===== config.mk =====
export PLATFORM = sky130hd
export DESIGN_NAME = syn_pipeline_if_id
export DESIGN_NICKNAME = d
export VERILOG_FILES = /design/src/rtl/syn_pipeline_if_id_pkg.sv /design/src/rtl/syn_perf_counter.sv /design/src/rtl/syn_pipeline_if_id.sv
export SDC_FILE = /design/constraint.sdc
export NUM_CORES = 1
export LEC_CHECK = 0
export ABC_AREA = 1
export CAP_MARGIN = 0
export CORE_AREA = 5 5 83 104
export CTS_CLUSTER_SIZE = 30
export DETAILED_ROUTE_END_ITERATION = 8
export DIE_AREA = 0 0 88 109
export HOLD_SLACK_MARGIN = 0.15
export MAX_ROUTING_LAYER = met4
export PLACE_DENSITY = 0.79
export SETUP_SLACK_MARGIN = 0.2
export SYNTH_ARGS = -nofsm -noshare
export SYNTH_HDL_FRONTEND = slang
export SYNTH_SLANG_ARGS = --single-unit

===== constraint.sdc =====
create_clock -name clk -period 1.25 [get_ports clk]
set_input_delay 0.25 -clock clk [delete_from_list [all_inputs] [get_ports clk]]
set_output_delay 0.25 -clock clk [all_outputs]
set_load 0.05 [all_outputs]

===== src/rtl/syn_pipeline_if_id_pkg.sv =====
// Shared constants and the per-edge update decision for the IF/ID pipeline register.
package syn_pipeline_if_id_pkg;

  localparam int          IM_ADDR_BIT = 10;
  localparam int          PERF_W      = 32;
  localparam logic [31:0] INST_NOP    = 32'h0000_0000;

  typedef enum logic [1:0] {
    ACT_HOLD  = 2'd0,
    ACT_FLUSH = 2'd1,
    ACT_LOAD  = 2'd2
  } if_id_act_e;

  // Disabled step beats flush, flush beats the halt freeze, the freeze beats stall.
  function automatic if_id_act_e sel_action(
    input logic en,
    input logic flush,
    input logic halted,
    input logic stall
  );
    if (!en)
      return ACT_HOLD;
    else if (flush)
      return ACT_FLUSH;
    else if (halted || stall)
      return ACT_HOLD;
    else
      return ACT_LOAD;
  endfunction

endpackage


===== src/rtl/syn_perf_counter.sv =====
// Enable-gated wrapping event counter with synchronous active-low reset.
module syn_perf_counter
  import syn_pipeline_if_id_pkg::*;
(
  input  logic              clk,
  input  logic              rst_n,
  input  logic              inc,
  output logic [PERF_W-1:0] count
);

  logic [PERF_W-1:0] r_count;

  always_ff @(posedge clk) begin
    if (!rst_n)
      r_count <= '0;
    else if (inc)
      r_count <= r_count + PERF_W'(1);
  end

  assign count = r_count;

endmodule


===== src/rtl/syn_pipeline_if_id.sv =====
// IF/ID pipeline register with stall hold, flush bubble, sticky halt and PC hold request.
// Optional event counters are built only when PIPE_PERF_EN is defined.
module syn_pipeline_if_id
  import syn_pipeline_if_id_pkg::*;
#(
  parameter int ADDR_W = IM_ADDR_BIT,
  parameter int INST_W = 32
) (
  input  logic              clk,
  input  logic              rst_n,
  input  logic              en,
  input  logic              stall,
  input  logic              flush,
  input  logic              halt,
  input  logic [ADDR_W-1:0] pc_4,
  input  logic [INST_W-1:0] inst,
  output logic [ADDR_W-1:0] pc_4_if_id,
  output logic [INST_W-1:0] inst_if_id,
  output logic              valid_if_id,
  output logic              halted_if,
  output logic              pc_hold,
  output logic [31:0]       perf_inst,
  output logic [31:0]       perf_stall,
  output logic [31:0]       perf_flush
);

  logic [ADDR_W-1:0] r_pc_4;
  logic [INST_W-1:0] r_inst;
  logic              r_valid;
  logic              r_halted;
  if_id_act_e        w_act;

  assign w_act = sel_action(en, flush, r_halted, stall);

  always_ff @(posedge clk) begin
    if (!rst_n) begin
      r_pc_4  <= '0;
      r_inst  <= INST_W'(INST_NOP);
      r_valid <= 1'b0;
    end else begin
      case (w_act)
        ACT_LOAD: begin
          r_pc_4  <= pc_4;
          r_inst  <= inst;
          r_valid <= 1'b1;
        end
        ACT_FLUSH: begin
          r_pc_4  <= '0;
          r_inst  <= INST_W'(INST_NOP);
          r_valid <= 1'b0;
        end
        default: ;
      endcase
    end
  end

  // Halt takes effect from the edge after it is seen, so a same-edge load still lands.
  always_ff @(posedge clk) begin
    if (!rst_n)
      r_halted <= 1'b0;
    else if (en && halt)
      r_halted <= 1'b1;
  end

  // A flush redirect must reach the PC even while ID is asking for a stall.
  assign pc_hold     = r_halted | (stall & ~flush);
  assign pc_4_if_id  = r_pc_4;
  assign inst_if_id  = r_inst;
  assign valid_if_id = r_valid;
  assign halted_if   = r_halted;

`ifdef PIPE_PERF_EN
  logic w_inc_inst;
  logic w_inc_stall;
  logic w_inc_flush;

  assign w_inc_inst  = (w_act == ACT_LOAD);
  assign w_inc_stall = en & stall & ~flush;
  assign w_inc_flush = en & flush;

  syn_perf_counter u_perf_inst (
    .clk   (clk),
    .rst_n (rst_n),
    .inc   (w_inc_inst),
    .count (perf_inst)
  );

  syn_perf_counter u_perf_stall (
    .clk   (clk),
    .rst_n (rst_n),
    .inc   (w_inc_stall),
    .count (perf_stall)
  );

  syn_perf_counter u_perf_flush (
    .clk   (clk),
    .rst_n (rst_n),
    .inc   (w_inc_flush),
    .count (perf_flush)
  );
`else
  assign perf_inst  = 32'd0;
  assign perf_stall = 32'd0;
  assign perf_flush = 32'd0;
`endif

endmodule


==> results_dict.tcl <==
set metrics [dict create \
    status "finished, violations left" \
    violations "setup timing" \
    period_needed_ps 1272 \
    synth_top_area_share_pct 34.39 \
    end_kind "output pin" \
    grt_pass1_vias 2562 \
    placeableCoreArea_um2 7612 \
    arrival_ps 1020 \
    cts_max_level 2 \
    cap_violations 0 \
    multi_input_area_um2 1334 \
    via_per_inst 4.582 \
    p_leak_nw 1.832 \
    regArea_um2 953.4 \
    hold_violations 0 \
    firstDrtPassIters 5 \
    fillers 654 \
    syn_inst 304 \
    crit_chain "nor2_8 -> a21oi_4 -> buf_6" \
    die_h_um 109 \
    initial_core_util_pct 33.65 \
    synth_compound_area_share_pct 8.793 \
    synth-xor-area-share_pct 0 \
    grt_max_degree 24 \
    place.gp.congestion 0.7952 \
    setup_viol 1 \
    powerDensity_nw_per_um2 874.6 \
    clk_pin_slew_ps 80 \
    area_growth_pct 75.96 \
    cts_buffer_depth 2 \
    avgSynthCellArea_um2 8.425 \
    drive_gt1_share_pct 47.63 \
    cts_tree "built" \
    yosys_warnings 0 \
    seq_area_frac_synth_pct 34.39 \
    seqPwrFrac_pct 37.5 \
    grt_use_total_pct 16.39 \
    synth_area_leaders "dfxtp_1 34%, buf_4 29%, nand4_1 10%" \
    wl_per_cell_um 15.09 \
    ys_types 17 \
    netlist_area_um2 2561 \
    io_buffer_count 92 \
    drt_iter0_markers 99 \
    synthMuxAreaShare_pct 0 \
    fin_tns_setup_ps -22.09 \
    synthAdderAreaFrac_pct 0 \
    drc_errors 0 \
    ys_ff_latch 44 \
    dieArea_um2 9592 \
    drv_slew 0 \
    p_comb_share_pct 39.0 \
    clock_skew_ps 3.161 \
    num_antenna_cells 0 \
    cts_sinks 44 \
    p_clk_share_pct 23.5 \
    yosysTopAreaCell "dfxtp_1" \
    dieWidth_um 88 \
    synth_top_family_by_area "buffers and inverters" \
    required_ps 1000 \
    p_sw_mw 1.592 \
    fin_nets 490 \
    clkLatencyLatePin_ps 290 \
    wl_mm 8.117 \
    grt_overflow 0 \
    timing.final.crit_share_pct 101.8 \
    num_vias 2465 \
    critPathLaunchType "flop" \
    critPathMaxFanout 3 \
    yosys.area_share.simple_pct 20.57 \
    cpMaxStageDelayCell "dfxtp_4" \
    fin_ws_ps -22.09 \
    vdd_drop_max_mv 0.5057 \
    power.internal_mw 2.349 \
    cts_buffers 5 \
    hpwl_mm 5.617 \
    cts-hold-fix-buffers 0 \
    hold_path_class "in -> reg" \
    grt_pass1_wl_mm 12.12 \
    crit_type "reg -> out" \
    antenna_found_initial 0 \
    rows 36 \
    ios 189 \
    p_total_mw 3.941 \
    clockRootBuffer "clkbuf_8" \
    sw_frac_of_total_pct 40.40 \
    fmax_mhz 786.1 \
    drtAntennaViolNets 0 \
    crit_path_max_incr_delay_ps 410 \
    rsz0062_at_grt "true" \
]
## area by class of cell
class	count	area share, %
Clock buffer	7	1.916
Clock inverter	1	0.1666
Inverter	4	0.3887
Multi-Input combinational cell	230	29.59
Sequential cell	44	21.15
Tap cell	95	2.637
Timing Repair Buffer	157	44.14
## worst max-delay path, delay by kind of cell (launching register included)
kind / cells / cell delay [ps]
AOI/OAI and AO/OA: 1 / 110
buffers and inverters: 1 / 170
DFF: 1 / 410
and+or+nand+nor: 1 / 50
## Yosys cell counts (all sizes together)
cell and count:
buf 116, clkinv 1, a21oi 45, nand2 4, conb 1, nand3 42, inv 3, dfxtp 44
nor2 1, nand4 42, clkbuf 5
## cell families (layout without fill, tap and decap cells)
family / Yosys count / in the layout
AOI/OAI and AO/OA: 45 / 45
other: 1 / 96
DFF: 44 / 44
buffers and inverters: 125 / 169
and+or+nand+nor: 89 / 89
## state kept, by name, summed over array words and instances, names as in the netlist
register and cells:
halted_if 1, pc_4_if_id 10, inst_if_id 32, valid_if_id 1
## power by group through the flow
| stage | Sequential, mW | Combinational, mW | Clock [mW] |
|---|---|---|---|
| floorplan | 1.62 | 1.13 | 0 |
| global placement | 1.52 | 1.40 | 0 |
| detailed placement | 1.52 | 1.41 | 0 |
| CTS | 1.48 | 1.49 | 0.971 |
| global route | 1.48 | 1.60 | 1.04 |
| finish | 1.48 | 1.54 | 0.927 |
## worst paths after layout
| check | startpoint | endpoint | slack (ps) | depth (start not counted) |
|---|---|---|---|---|
| max | halted_if | pc_hold | -20 | 3 |
| min | halt | halted_if | 500 | 3 |
| max reg2reg | halted_if | inst_if_id[7] | 60 | 6 |
| min reg2reg | inst_if_id[27] | inst_if_id[27] | 500 | 2 |
## what timing repair did
action,in CTS,in global routing
gates cloned,1,2
endpoints found under the setup margin,88,88
pin swaps,1,2
buffers inserted,38,6
resized for setup,50,10
## per-stage QoR
step | utilization, % | cell area [um^2] | hold WS [ps] | setup slack [ps] | std cells
after floorplan | - | 3143 | 375.1 | 17.79 | 399
after global placement | 51.41 | 3914 | 473.7 | -266.6 | 483
after detailed placement | 51.41 | 3914 | 501.5 | -302.2 | 483
after CTS | 57.64 | 4388 | 485.9 | -43.28 | 530
after global routing | 59.20 | 4507 | 520.8 | -82.00 | 538
final | 59.20 | 4507 | 498.8 | -22.09 | 538
## routing by layer
metal,share of wire [%],global-route usage [%],vias up
li1,-,-,1147
met1,33,16.87,1164
met2,57,30.93,139
met3,7.8,2.041,15
met4,2.3,6.469,0
met5,0,-,-
## cells in the final DEF (no fill, tap or decap), drive strengths merged
master         Yosys  layout
nor2               1       1
dlygate4sd2        0       2
inv                3       3
clkbuf             5       9
buf              116     109
dfxtp             44      44
a21oi             45      45
conb               1      96
nand4             42      42
clkinvlp           0       1
nand2              4       4
clkdlybuf4s50      0      44
nand3             42      42
clkinv             1       1
(Power assumes the default switching activity.)
